$ cat src/rtl/fetch_pkg.sv
// Shared types and sizing helpers for the instruction-fetch sequencer.
package fetch_pkg;

   localparam int unsigned PW_DEF     = 16;
   localparam int unsigned SDEPTH_DEF = 4;

   // Stack-pointer width for the default stack depth (counts 0..SDEPTH).
   localparam int unsigned SPW = $clog2(SDEPTH_DEF + 1);

   typedef enum logic [1:0] {
      StIdle,
      StRun,
      StDone,
      StFault
   } fetch_state_t;

   // Stack-pointer width for an arbitrary depth (counts 0..sdepth).
   function automatic int unsigned spw_of(input int unsigned sdepth);
      return $clog2(sdepth + 1);
   endfunction

   // Program-select width, never narrower than one bit.
   function automatic int unsigned sel_w(input int unsigned nprog);
      return (nprog > 1) ? $clog2(nprog) : 1;
   endfunction

endpackage

$ cat src/rtl/ret_stack.sv
// Return-address LIFO for call/return control flow.
module ret_stack
   import fetch_pkg::*;
#(
   parameter int unsigned PW     = PW_DEF,
   parameter int unsigned SDEPTH = SDEPTH_DEF
) (
   input  logic          CLK,
   input  logic          Init,
   input  logic          push,
   input  logic          pop,
   input  logic          clear,
   input  logic [PW-1:0] din,
   output logic          full,
   output logic          empty,
   output logic [PW-1:0] top
);

   localparam int unsigned SW = spw_of(SDEPTH);

   logic [PW-1:0] r_mem [SDEPTH];
   logic [SW-1:0] r_sp;
   logic [PW-1:0] w_top;

   // Stack pointer: number of valid entries; clear and reset both empty the stack.
   always_ff @(posedge CLK) begin
      if (Init || clear) begin
         r_sp <= '0;
      end else if (push) begin
         r_sp <= r_sp + 1'b1;
      end else if (pop) begin
         r_sp <= r_sp - 1'b1;
      end
   end

   // Entry storage: a push writes the slot just above the current top.
   always_ff @(posedge CLK) begin
      for (int i = 0; i < int'(SDEPTH); i++) begin
         if (push && !clear && !Init && (r_sp == SW'(i))) begin
            r_mem[i] <= din;
         end
      end
   end

   // Top-of-stack read; reads zero when empty.
   always_comb begin
      w_top = '0;
      for (int i = 0; i < int'(SDEPTH); i++) begin
         if (r_sp == SW'(i + 1)) begin
            w_top = r_mem[i];
         end
      end
   end

   assign top   = w_top;
   assign full  = (r_sp == SW'(SDEPTH));
   assign empty = (r_sp == '0);

endmodule

$ cat src/rtl/fetch_sequencer.sv
// Program-counter sequencer: runs one bounded program with branch/call/return flow.
module fetch_sequencer
   import fetch_pkg::*;
#(
   parameter int unsigned                  PW         = PW_DEF,
   parameter int unsigned                  NPROG      = 3,
   parameter logic [NPROG-1:0][PW-1:0]     PROG_START = '0,
   parameter logic [NPROG-1:0][PW-1:0]     PROG_END   = '0,
   parameter int unsigned                  SDEPTH     = SDEPTH_DEF,
   localparam int unsigned                 SELW       = sel_w(NPROG)
) (
   input  logic            CLK,
   input  logic            Init,
   input  logic            Start,
   input  logic [SELW-1:0] ProgSel,
   input  logic            Stall,
   input  logic            Branch_abs,
   input  logic            Branch_rel_z,
   input  logic            Branch_rel_nz,
   input  logic            Call,
   input  logic            Ret,
   input  logic            ALU_zero,
   input  logic [PW-1:0]   Target,
   output logic [PW-1:0]   PC,
   output logic [SELW-1:0] ProgIdx,
   output logic            Running,
   output logic            DONE,
   output logic            Fault
);

   fetch_state_t    r_state;
   logic [PW-1:0]   r_pc;
   logic [SELW-1:0] r_prog_idx;
   logic            r_running;
   logic            r_done;
   logic            r_fault;

   logic [PW-1:0]   w_pc_inc;
   logic [PW-1:0]   w_pc_rel;
   logic [PW-1:0]   w_pc_next;
   logic [PW-1:0]   w_top;
   logic            w_full;
   logic            w_empty;
   logic            w_at_end;
   logic            w_start_ok;
   logic            w_launch;
   logic            w_step;
   logic            w_fault_req;
   logic            w_push;
   logic            w_pop;

   assign w_pc_inc   = r_pc + 1'b1;
   assign w_pc_rel   = r_pc + Target;
   assign w_at_end   = (r_pc == PROG_END[r_prog_idx]);
   assign w_start_ok = Start && (32'(ProgSel) < NPROG);
   assign w_launch   = ((r_state == StIdle) || (r_state == StDone)) && w_start_ok;

   // An active RUN cycle that is neither stalled nor the final fetch.
   assign w_step      = (r_state == StRun) && !Stall && !w_at_end;
   assign w_fault_req = (Ret && w_empty) || (!Ret && Call && w_full);
   assign w_pop       = w_step && Ret && !w_empty;
   assign w_push      = w_step && !Ret && Call && !w_full;

   // Next PC for a RUN step, in control-flow priority order.
   always_comb begin
      w_pc_next = w_pc_inc;
      if (Ret) begin
         w_pc_next = w_top;
      end else if (Call) begin
         w_pc_next = Target;
      end else if (Branch_abs) begin
         w_pc_next = Target;
      end else if (Branch_rel_z && ALU_zero) begin
         w_pc_next = w_pc_rel;
      end else if (Branch_rel_nz && !ALU_zero) begin
         w_pc_next = w_pc_rel;
      end
   end

   ret_stack #(
      .PW     (PW),
      .SDEPTH (SDEPTH)
   ) u_ret_stack (
      .CLK   (CLK),
      .Init  (Init),
      .push  (w_push),
      .pop   (w_pop),
      .clear (w_launch),
      .din   (w_pc_inc),
      .full  (w_full),
      .empty (w_empty),
      .top   (w_top)
   );

   // Sequencer FSM with registered PC, program index and status flags.
   always_ff @(posedge CLK) begin
      if (Init) begin
         r_state    <= StIdle;
         r_pc       <= '0;
         r_prog_idx <= '0;
         r_running  <= 1'b0;
         r_done     <= 1'b0;
         r_fault    <= 1'b0;
      end else begin
         case (r_state)
            StIdle, StDone: begin
               if (w_launch) begin
                  r_state    <= StRun;
                  r_pc       <= PROG_START[ProgSel];
                  r_prog_idx <= ProgSel;
                  r_running  <= 1'b1;
                  r_done     <= 1'b0;
               end
            end
            StRun: begin
               if (Stall) begin
                  r_state <= StRun;
               end else if (w_at_end) begin
                  r_state   <= StDone;
                  r_running <= 1'b0;
                  r_done    <= 1'b1;
               end else if (w_fault_req) begin
                  r_state   <= StFault;
                  r_running <= 1'b0;
                  r_fault   <= 1'b1;
               end else begin
                  r_pc <= w_pc_next;
               end
            end
            StFault: begin
               r_state <= StFault;
            end
            default: begin
               r_state <= StIdle;
            end
         endcase
      end
   end

   assign PC      = r_pc;
   assign ProgIdx = r_prog_idx;
   assign Running = r_running;
   assign DONE    = r_done;
   assign Fault   = r_fault;

endmodule

$ cat config.mk
export PLATFORM = sky130hd
export DESIGN_NAME = fetch_sequencer
export DESIGN_NICKNAME = d
export VERILOG_FILES = /design/src/rtl/fetch_pkg.sv /design/src/rtl/ret_stack.sv /design/src/rtl/fetch_sequencer.sv
export SDC_FILE = /design/constraint.sdc
export NUM_CORES = 1
export LEC_CHECK = 0
export ABC_AREA = 1
export CAP_MARGIN = 30
export CORE_UTILIZATION = 35
export CTS_BUF_LIST = sky130_fd_sc_hd__clkbuf_16
export DETAILED_ROUTE_END_ITERATION = 8
export GPL_TIMING_DRIVEN = 1
export PLACE_DENSITY_LB_ADDON = 0.15
export SLEW_MARGIN = 20
export SYNTH_ARGS = -nofsm -noshare
export SYNTH_HDL_FRONTEND = slang
export SYNTH_HIERARCHICAL = 1
export SYNTH_SLANG_ARGS = --single-unit
$ cat constraint.sdc
create_clock -name CLK -period 4.76 [get_ports CLK]
set_clock_uncertainty 0.1 [all_clocks]
set_input_delay 1.428 -clock CLK [delete_from_list [all_inputs] [get_ports CLK]]
set_output_delay 1.428 -clock CLK [all_outputs]
set_load 0.05 [all_outputs]
-- Word level (Yosys, flattened, before mapping)
Memory sizes are Yosys's and may differ from the RTL's.
Cells that the tools add are included.
- input bits: 28
- bits in registers: 26
- output and inout port bits: 21
- word-level logic and storage cells: 128
- memories kept: 1
- bits in latches: 0
- bits in read-only memories: 0
- memory bits (writable): 64
- bitwise operators: 2
- equality and inequality tests: 15
- reductions and logical operators: 45
- order comparisons: 3
- $mul: 0
- divide/modulo/power cells: 0
- $add $sub $neg: 4
- shift operators: 0
- multiplexer cells: 51
- memories (name ; depth ; bits a word ; rd ports ; clocked after memory_dff ; write ports ; line ; source):
    u_ret_stack.r_mem ; 4 ; 16 ; 4 ; 0 ; 1 ; ret_stack.sv:21 ; logic [PW-1:0] r_mem [SDEPTH];
- operators with widths (operator ; number):
    $mux W16 ; 18
    $bmux W16 S2 ; 2
    $reduce_or A16 Y1 ; 3
    $pmux W16 S2 ; 1
    $logic_and A1 B1 Y1 ; 20
    $mux W1 ; 18
    $add A16 B1 Y16 const B ; 1
    $add A16 B16 Y16 ; 1
    $eq A16 B16 Y1 ; 1
    $mux W2 ; 7
    $reduce_and A4 Y1 ; 3
    $logic_not A1 Y1 ; 8
    $ne A2 B2 Y1 const B ; 4
    $eq A3 B2 Y1 const B ; 2
    $lt A2 B3 Y1 const B ; 2
    $mux W3 ; 2
    $pmux W2 S3 ; 1
    $reduce_and A5 Y1 ; 1
    $eq A2 B2 Y1 const B ; 2
    $ne A4 B4 Y1 const B ; 1
    $pmux W1 S2 ; 2
    $reduce_and A2 Y1 ; 2
    $reduce_bool A2 Y1 ; 2
    $add A3 B1 Y3 const B ; 1
    12 further kinds ; 15

-- Depth between registers and ports, before layout
- depth in word-level cells: 17
- mapped depth: 15
- mapped depth without buffers: 15

-- By module
The synthesis kept the hierarchy.
- modules (own cells, without submodules) (module ; area an instance (um^2) ; cells each ; instances ; seq. area each (um^2)):
    ret_stack ; 2972.9 ; 284 ; 1 ; 1981.9
    fetch_sequencer ; 2885.3 ; 512 ; 1 ; 460.4

-- Worst setup path before layout
OpenSTA, ideal clock, no wires.
- path kind: input to register
- start: input Ret
- end: memory u_ret_stack/r_mem[1][0] (netlist name), enable pin
- path buffers: 2
- arrival time: 3549 ps
- setup time: 409 ps
- stages on the path: 5
- required time: 4251 ps
- slack: 702 ps
- cell sequence: buf_2 -> clkbuf_1 -> nor4_1 -> nand2_1 -> nor3_1
- word-level cells in the longest chain between the ends: 13
- elaborated cells between the ends (all ways): 27
- classes of those cells: mux: 14; reduce/logical: 13
- ends and longest elaborated chain (element ; line ; source):
    start: declaration ; fetch_sequencer.sv:21 ; input logic Ret,
    $logic_not A1 Y1 (*) ; fetch_sequencer.sv:62 ; assign w_push = w_step && !Ret && Call && !w_full;
    $logic_and A1 B1 Y1 (*) (3 in a row) ; fetch_sequencer.sv:62 ;
    via w_push ; fetch_sequencer.sv:49 ; logic w_push;
    $logic_and A1 B1 Y1 (*) (2 in a row) ; ret_stack.sv:39 ; if (push && !clear && !Init && (r_sp == SW'(i))) begin
    $logic_and A1 B1 Y1 ; ret_stack.sv:39 ;
    $mux W1 ; ret_stack.sv:39 ;
    $mux W1 (not written as such) ; ret_stack.sv:40 ; r_mem[i] <= din;
    $reduce_or A16 Y1 (no source line) ; -- ;
    $mux W2 (no source line) / $mux W1 (equally long branches) (3 in a row) ; -- ;
    end: declaration ; ret_stack.sv:21 ;
The timed path passes the listed nets; every way through them passes the cells marked *.

-- Final worst setup path
- start: input Stall
- end: memory u_ret_stack/r_mem[1][3] (netlist name), enable pin
- word-level cells in the longest chain between the ends: 15
- elaborated cells between the ends (all ways): 29
- classes of those cells: mux: 14; reduce/logical: 15
- ends and longest elaborated chain (element ; line ; source):
    start: declaration ; fetch_sequencer.sv:16 ; input logic Stall,
    $logic_not A1 Y1 (*) ; fetch_sequencer.sv:59 ; assign w_step = (r_state == StRun) && !Stall && !w_at_end;
    $logic_and A1 B1 Y1 (*) (2 in a row) ; fetch_sequencer.sv:59 ;
    $logic_and A1 B1 Y1 (*) (3 in a row) ; fetch_sequencer.sv:62 ;
    via w_push ; fetch_sequencer.sv:49 ;
    $logic_and A1 B1 Y1 (*) (2 in a row) ; ret_stack.sv:39 ;
    $logic_and A1 B1 Y1 ; ret_stack.sv:39 ;
    $mux W1 ; ret_stack.sv:39 ;
    $mux W1 (not written as such) ; ret_stack.sv:40 ;
    $reduce_or A16 Y1 (no source line) ; -- ;
    $mux W2 (no source line) / $mux W1 (equally long branches) (3 in a row) ; -- ;
Marks and branches as above.

==> results.json <==
{
  "status": "finished clean",
  "dr.pass1.iters": 5,
  "die_y_um": 131.4,
  "synthArstFlopShare_pct": 0,
  "finalHoldViolCount": 0,
  "ys_seq_area_share_pct": 41.69,
  "synthTopCellsByArea": "edfxtp_1 (33%), nand2_1 (15%), dfxtp_1 (8.9%), nor2_1 (6.7%), nand3_1 (6.7%)",
  "clock_sinks": 90,
  "cts_buffer_depth": 2,
  "min_path_type": "reg2reg",
  "drc": 0,
  "ioPinCount": 49,
  "synth.distinct_cells": 42,
  "internal_power_w": 0.001289,
  "hold_buffers": 0,
  "yosysWarnings": 6,
  "avgViaCountPerCell": 4.824,
  "placed_cell_area_um2": 6524,
  "startpoint": "Stall",
  "drt_wl_total_um": 16300,
  "combPwrFrac_pct": 8.0,
  "crit_arrival_ps": 3330,
  "synthesis.instances": 796,
  "grt_overflow": 0,
  "cts_resized": 0,
  "yosys_register_bits": 90,
  "dieArea_um2": 17260,
  "seqPwrFrac_pct": 49.2,
  "grt_max_degree": 35,
  "num_rows": 46,
  "vias": 5104,
  "grtUsageTotal_pct": 19.50,
  "p_clk_share_pct": 42.8,
  "crit_fanout": 16,
  "drive_gt1_share_pct": 7.957,
  "timing.slew.headroom_pct": 42.83,
  "initial_core_util_pct": 36.35,
  "core_region_area_um2": 16120,
  "finalCriticalPeriod_ps": 3391,
  "hpwl_um": 11760,
  "worst_setup_path_end_kind": "flip-flop",
  "worst_slew_pin_slew_ps": 856.6,
  "p_total_w": 0.001692,
  "final_util_pct": 42.30,
  "cts_tree": "done",
  "wire_per_inst_um": 15.41,
  "clock_latency_ps": 350,
  "fp.dieW_um": 131.4,
  "postRouteAntennaNets": 0,
  "final-setup-viol-count": 0,
  "postLayoutCellArea_um2": 6817,
  "p_per_area_nw_per_um2": 248.2,
  "period_share_pct": 71.24,
  "synth_edf_count": 64,
  "area_delta_synth_final_pct": 16.36,
  "antenna_found_initial": 0,
  "start_kind": "input port",
  "final_cell_mix": "nand2_1 (227), nor2_1 (105), inv_1 (95)",
  "cts.clk_slew.worst_paths_ps": 60,
  "htreeDepth": 3,
  "ff2ff_setup_slack_ps": 2000,
  "syn_area_per_cell_um2": 7.359,
  "slew_viol_final": 0,
  "yosys.area.top_type": "edfxtp_1",
  "port_buffers": 48,
  "fillers": 1714,
  "numCtsBuffers": 9,
  "initialDrtViolationCount": 374,
  "worstPathRequired_ps": 4700,
  "layout.nets": 889,
  "syn_nets": 848,
  "r2r-start": "PC[0]",
  "rsz0062_at_grt": "false",
  "clock.fmax_ghz": 0.2949,
  "syn-cell-area_um2": 5858,
  "p_leak_nw": 3.106,
  "vdd_ir_drop_max_uv": 156.7,
  "p_sw_share_pct": 23.83,
  "timing.hold.ws_ps": 365.3,
  "layout_commonest_cell": "nand2_1",
  "antennaDiodeCount": 0,
  "finalWeightedCongestion": 0.8590,
  "fin_setup_tns_ps": 0,
  "min_from": "Running",
  "clock-root-buffer": "clkbuf_16",
  "grt_pass1_vias": 4747,
  "yosysTopAreaCellShare_pct": 32.81,
  "grt_pass1_wl_um": 26140,
  "synth_ff_type": "edfxtp_1",
  "switchingPower_w": 0.0004032,
  "criticalPathCategory": "in2reg",
  "maxCapViolations": 0,
  "post_cts_buffers": 0
}
synth_stat cells, types with 2 or more instances:
| cell type | number |
|---|---|
| o21ai_0 | 6 |
| xor2_1 | 9 |
| nor2_1 | 105 |
| buf_2 | 7 |
| nor4_1 | 4 |
| a21oi_2 | 5 |
| nor3_1 | 7 |
| nor2_8 | 2 |
| o21ai_1 | 9 |
| inv_4 | 2 |
| nand2_2 | 6 |
| nand4_1 | 7 |
| xnor2_1 | 3 |
| buf_6 | 6 |
| nand3_1 | 78 |
| o211ai_1 | 2 |
| nand2_1 | 227 |
| clkbuf_1 | 12 |
| nor2_2 | 7 |
| nor2_4 | 3 |
| buf_4 | 3 |
| a21oi_1 | 55 |
| or2_2 | 2 |
| dfxtp_1 | 26 |
| edfxtp_1 | 64 |
| inv_2 | 7 |
| inv_1 | 95 |
| ha_1 | 23 |
worst max-delay path, cell delays in order:
cell and delay (ps):
clkdlybuf4s50_1 450, nor2_2 190, nand2_1 130, nor4_1 450
nand2_1 250, nor3_2 150, buf_4 270
metrics by stage:
stage / worst slack (ps) / cells
after detailed placement: 1004 / 1042
final: 1369 / 1058
after global routing: 1099 / 1058
after global placement: 1061 / 1042
after CTS: 1375 / 1058
after floorplan: 701.5 / 796
power by group through the flow:
stage	clock network (W)	logic, W	registers [W]
after floorplan	0	0.0000707	0.000858
after global placement	0	0.000135	0.000850
after detailed placement	0	0.000134	0.000850
after CTS	0.000737	0.000135	0.000833
after global routing	0.000760	0.000148	0.000833
final	0.000724	0.000135	0.000833
final timing paths:
check                                          endpoint  cells past startpoint
worst max register to register  u_ret_stack/r_mem[1][3]                     10
worst min-delay path                            Running                      2
worst min register to register                  Running                      2
worst max-delay path            u_ret_stack/r_mem[1][3]                      7
layer usage:
metal	vias up	wire length, µm	global-route usage [%]
met4	0	238	5.814
li1	2640	-	-
met1	2327	8264	28.17
met3	17	638	2.816
met5	-	0	0
met2	120	7162	29.96
logic make-up after synthesis:
kind of cell | count (synthesis) | synth area share, %
AND/OR/NAND/NOR | 453 | 33.34
adder cells (fa/ha/maj) | 24 | 5.254
buffers and inverters | 134 | 9.867
AO/OA/AOI/OAI | 82 | 7.774
flip-flops | 90 | 41.69
XOR/XNOR | 13 | 2.072
sequential cells by signal (all words and copies together) (netlist names):
signal,cells
Fault,1
ProgIdx,2
DONE,1
r_state,2
u_ret_stack/r_sp,3
PC,16
Running,1
u_ret_stack/r_mem,64
area by class of cell:
| class | instances | area (µm²) | area share (%) |
|---|---|---|---|
| clock buffer | 9 | 225.2 | 3.304 |
| clock inverter | 7 | 67.56 | 0.9912 |
| inverter | 106 | 407.9 | 5.984 |
| multi-input combinational | 572 | 2848 | 41.78 |
| sequential | 90 | 2442 | 35.83 |
| tap | 216 | 270.3 | 3.965 |
| timing repair buffer | 58 | 555.5 | 8.150 |
Power figures use the tool's default switching activity.
==> RTL edit, RTL diff (same flow settings) <==
Change the package constant `SDEPTH_DEF` from 4 to 2.
--- a/src/rtl/fetch_pkg.sv
+++ b/src/rtl/fetch_pkg.sv
@@ -2,7 +2,7 @@
 package fetch_pkg;
 
    localparam int unsigned PW_DEF     = 16;
-   localparam int unsigned SDEPTH_DEF = 4;
+   localparam int unsigned SDEPTH_DEF = 2;
 
    // Stack-pointer width for the default stack depth (counts 0..SDEPTH).
    localparam int unsigned SPW = $clog2(SDEPTH_DEF + 1);
Behaviour: same outputs for any inputs over 10 cycles, from zero or initial values; that may be too few to reach the edited logic, so the function may still have changed.
==> RTL edit against the original RTL <==
  * Power down 18%
  * Routed wire length down 24%
  * Worst setup slack worse by 0.26 ns
  * Worst hold slack worse by 0.0073 ns
  * Design area down 23%
  * Sequential cell count down 33
  * Utilization up 1.1 points
  * Area after synthesis down 26%
==> RTL edit: results (changes against the original RTL) <==
stage	metric	value	unit	change
run_status	outcome	finished, final reports clean		
drt	total iterations of the first detailed-routing run	6		+1
logic_synthesis	Post-synth top cells	186 x nand2_1, 76 x inv_1, 53 x a21oi_1		
logic_synthesis	post-synthesis sequential area ratio	0.338		-0.0787
timing	Worst-Margin Slew	0.916	ns	+0.0597 ns
setup_path	Slowest-stage cell, CP	and3_1		
clocking	post_cts resized	0		unchanged
power	Static Leakage	2.35	nW	-24%
global_route	global-route wire length before repair	20.0	mm	-24%
finish	fraction of layout cells with a size suffix above 1	0.111		+0.0312
power	Sw Ratio	0.224		-0.0146
setup_path	register-to-register setup slack	1.92	ns	-0.08 ns
drt	initial drt markers	267		-29%
global_route	largest net degree at the start of global routing	26		-26%
place	RD Place Congestion	0.879		+2.4%
drt	final wirelength	12.4	mm	-24%
global_route	GRT Total Usage	0.206		+0.0112
logic_synthesis	ys async rst share	0		unchanged
clocking	root buffer cell	clkbuf_16		
clocking	Post CTS Setup Buffer Count	0		unchanged
power	Peak VDD IR	0.170	mV	+8.4%
logic_synthesis	post-synth cell types	43		+2.4%
global_route	number of antenna violations at the first check in global routing	0		unchanged
timing	WHS	0.358	ns	-0.00729 ns
clocking	clock buffer count from CTS	9		unchanged
finish	antenna diode instance count	0		unchanged
setup_path	slowest stage delay, CP	0.78	ns	+0.33 ns
clocking	CTS H-tree depth	3		unchanged
setup_path	peak fanout along the critical path	16		unchanged
logic_synthesis	top cells by area, synth	edfxtp_1 22%, nand2_1 16%, dfxtp_1 12%		
power	Sequential Power Share	0.374		-0.118
finish	Total Nets Final	703		-21%
setup_path	Crit path arrival time	3.50	ns	+0.17 ns
logic_synthesis	synthesis-stage register bit count	57		-37%
power	Clock net power	0.740	mW	+2%
place	DP HPWL	9.38	mm	-20%
hold_path	worst min-delay path category	reg2reg		
logic_synthesis	Most used DFF post-synth	edfxtp_1		
clocking	clock slew at reported path FFs	0.05	ns	
clocking	worst skew pair latency	0.33	ns	-0.02 ns
logic_synthesis	yosys warns	6		unchanged
drt	DR vias	4058		-20%
place	IO Port Bufs	48		unchanged
logic_synthesis	Post-synth EDFFs	32		-50%
logic_synthesis	Mapped Nets	658		-22%
clocking	Max Buffers Root-to-Sink	2		unchanged
global_route	vias in the first global route	3961		-17%
finish	max FFs per register	32		-50%
finish	Largest Register	u_ret_stack/r_mem		
[RTL edit: critical path, delay by kind of cell]
family                 cells  cell delay [ns]
and+or+nand+nor            4             1.64
buffers and inverters      1             0.43
[RTL edit: final cells by class]
cell class                      count  area, sq um
Clock buffer                        9          225
Clock inverter                      7          119
Fill cell                        1249         6800
Inverter                           81          314
Multi-Input combinational cell    453         2400
Sequential cell                    57         1460
Tap cell                          147          184
Timing Repair Buffer               52          510
[RTL edit: kinds of logic after synthesis]
kind of cell               after synthesis  synth area share
buffers and inverters                   99             0.106
AOI/OAI and AO/OA                       80             0.102
and+or+nand+nor                        338             0.361
xor gates and xnor gates                14            0.0301
DFF                                     57             0.338
adders and majority gates               21            0.0626
[RTL edit: metrics by stage]
step                      instances  setup slack [ns]   util  instance area (sq um)  total power [mW]
final                           806              1.11  0.434                   5220              1.39
after global routing            806              1.02  0.434                   5220              1.44
after global placement          790             0.909  0.406                   4870             0.661
after detailed placement        790             0.817  0.406                   4870             0.661
after CTS                       806              1.14  0.434                   5220              1.40
after floorplan                 609              1.56      -                   4320             0.610
[RTL edit: path summary, 6_finish.rpt]
| path | start | end | cells past startpoint |
|---|---|---|---|
| worst max-delay path | Stall | u_ret_stack/r_mem[0][3] | 5 |
| worst min-delay path | ProgIdx[1] | ProgIdx[1] | 2 |
| worst max register to register | PC[0] | u_ret_stack/r_mem[0][3] | 8 |
| worst min register to register | ProgIdx[1] | ProgIdx[1] | 2 |
[RTL edit: routing by layer]
metal | up-vias | part of all wire | track usage
met5 | - | 0 | 0
met4 | 0 | 0.014 | 0.0702
met3 | 13 | 0.043 | 0.0445
met2 | 90 | 0.48 | 0.340
met1 | 1893 | 0.47 | 0.267
li1 | 2062 | - | -
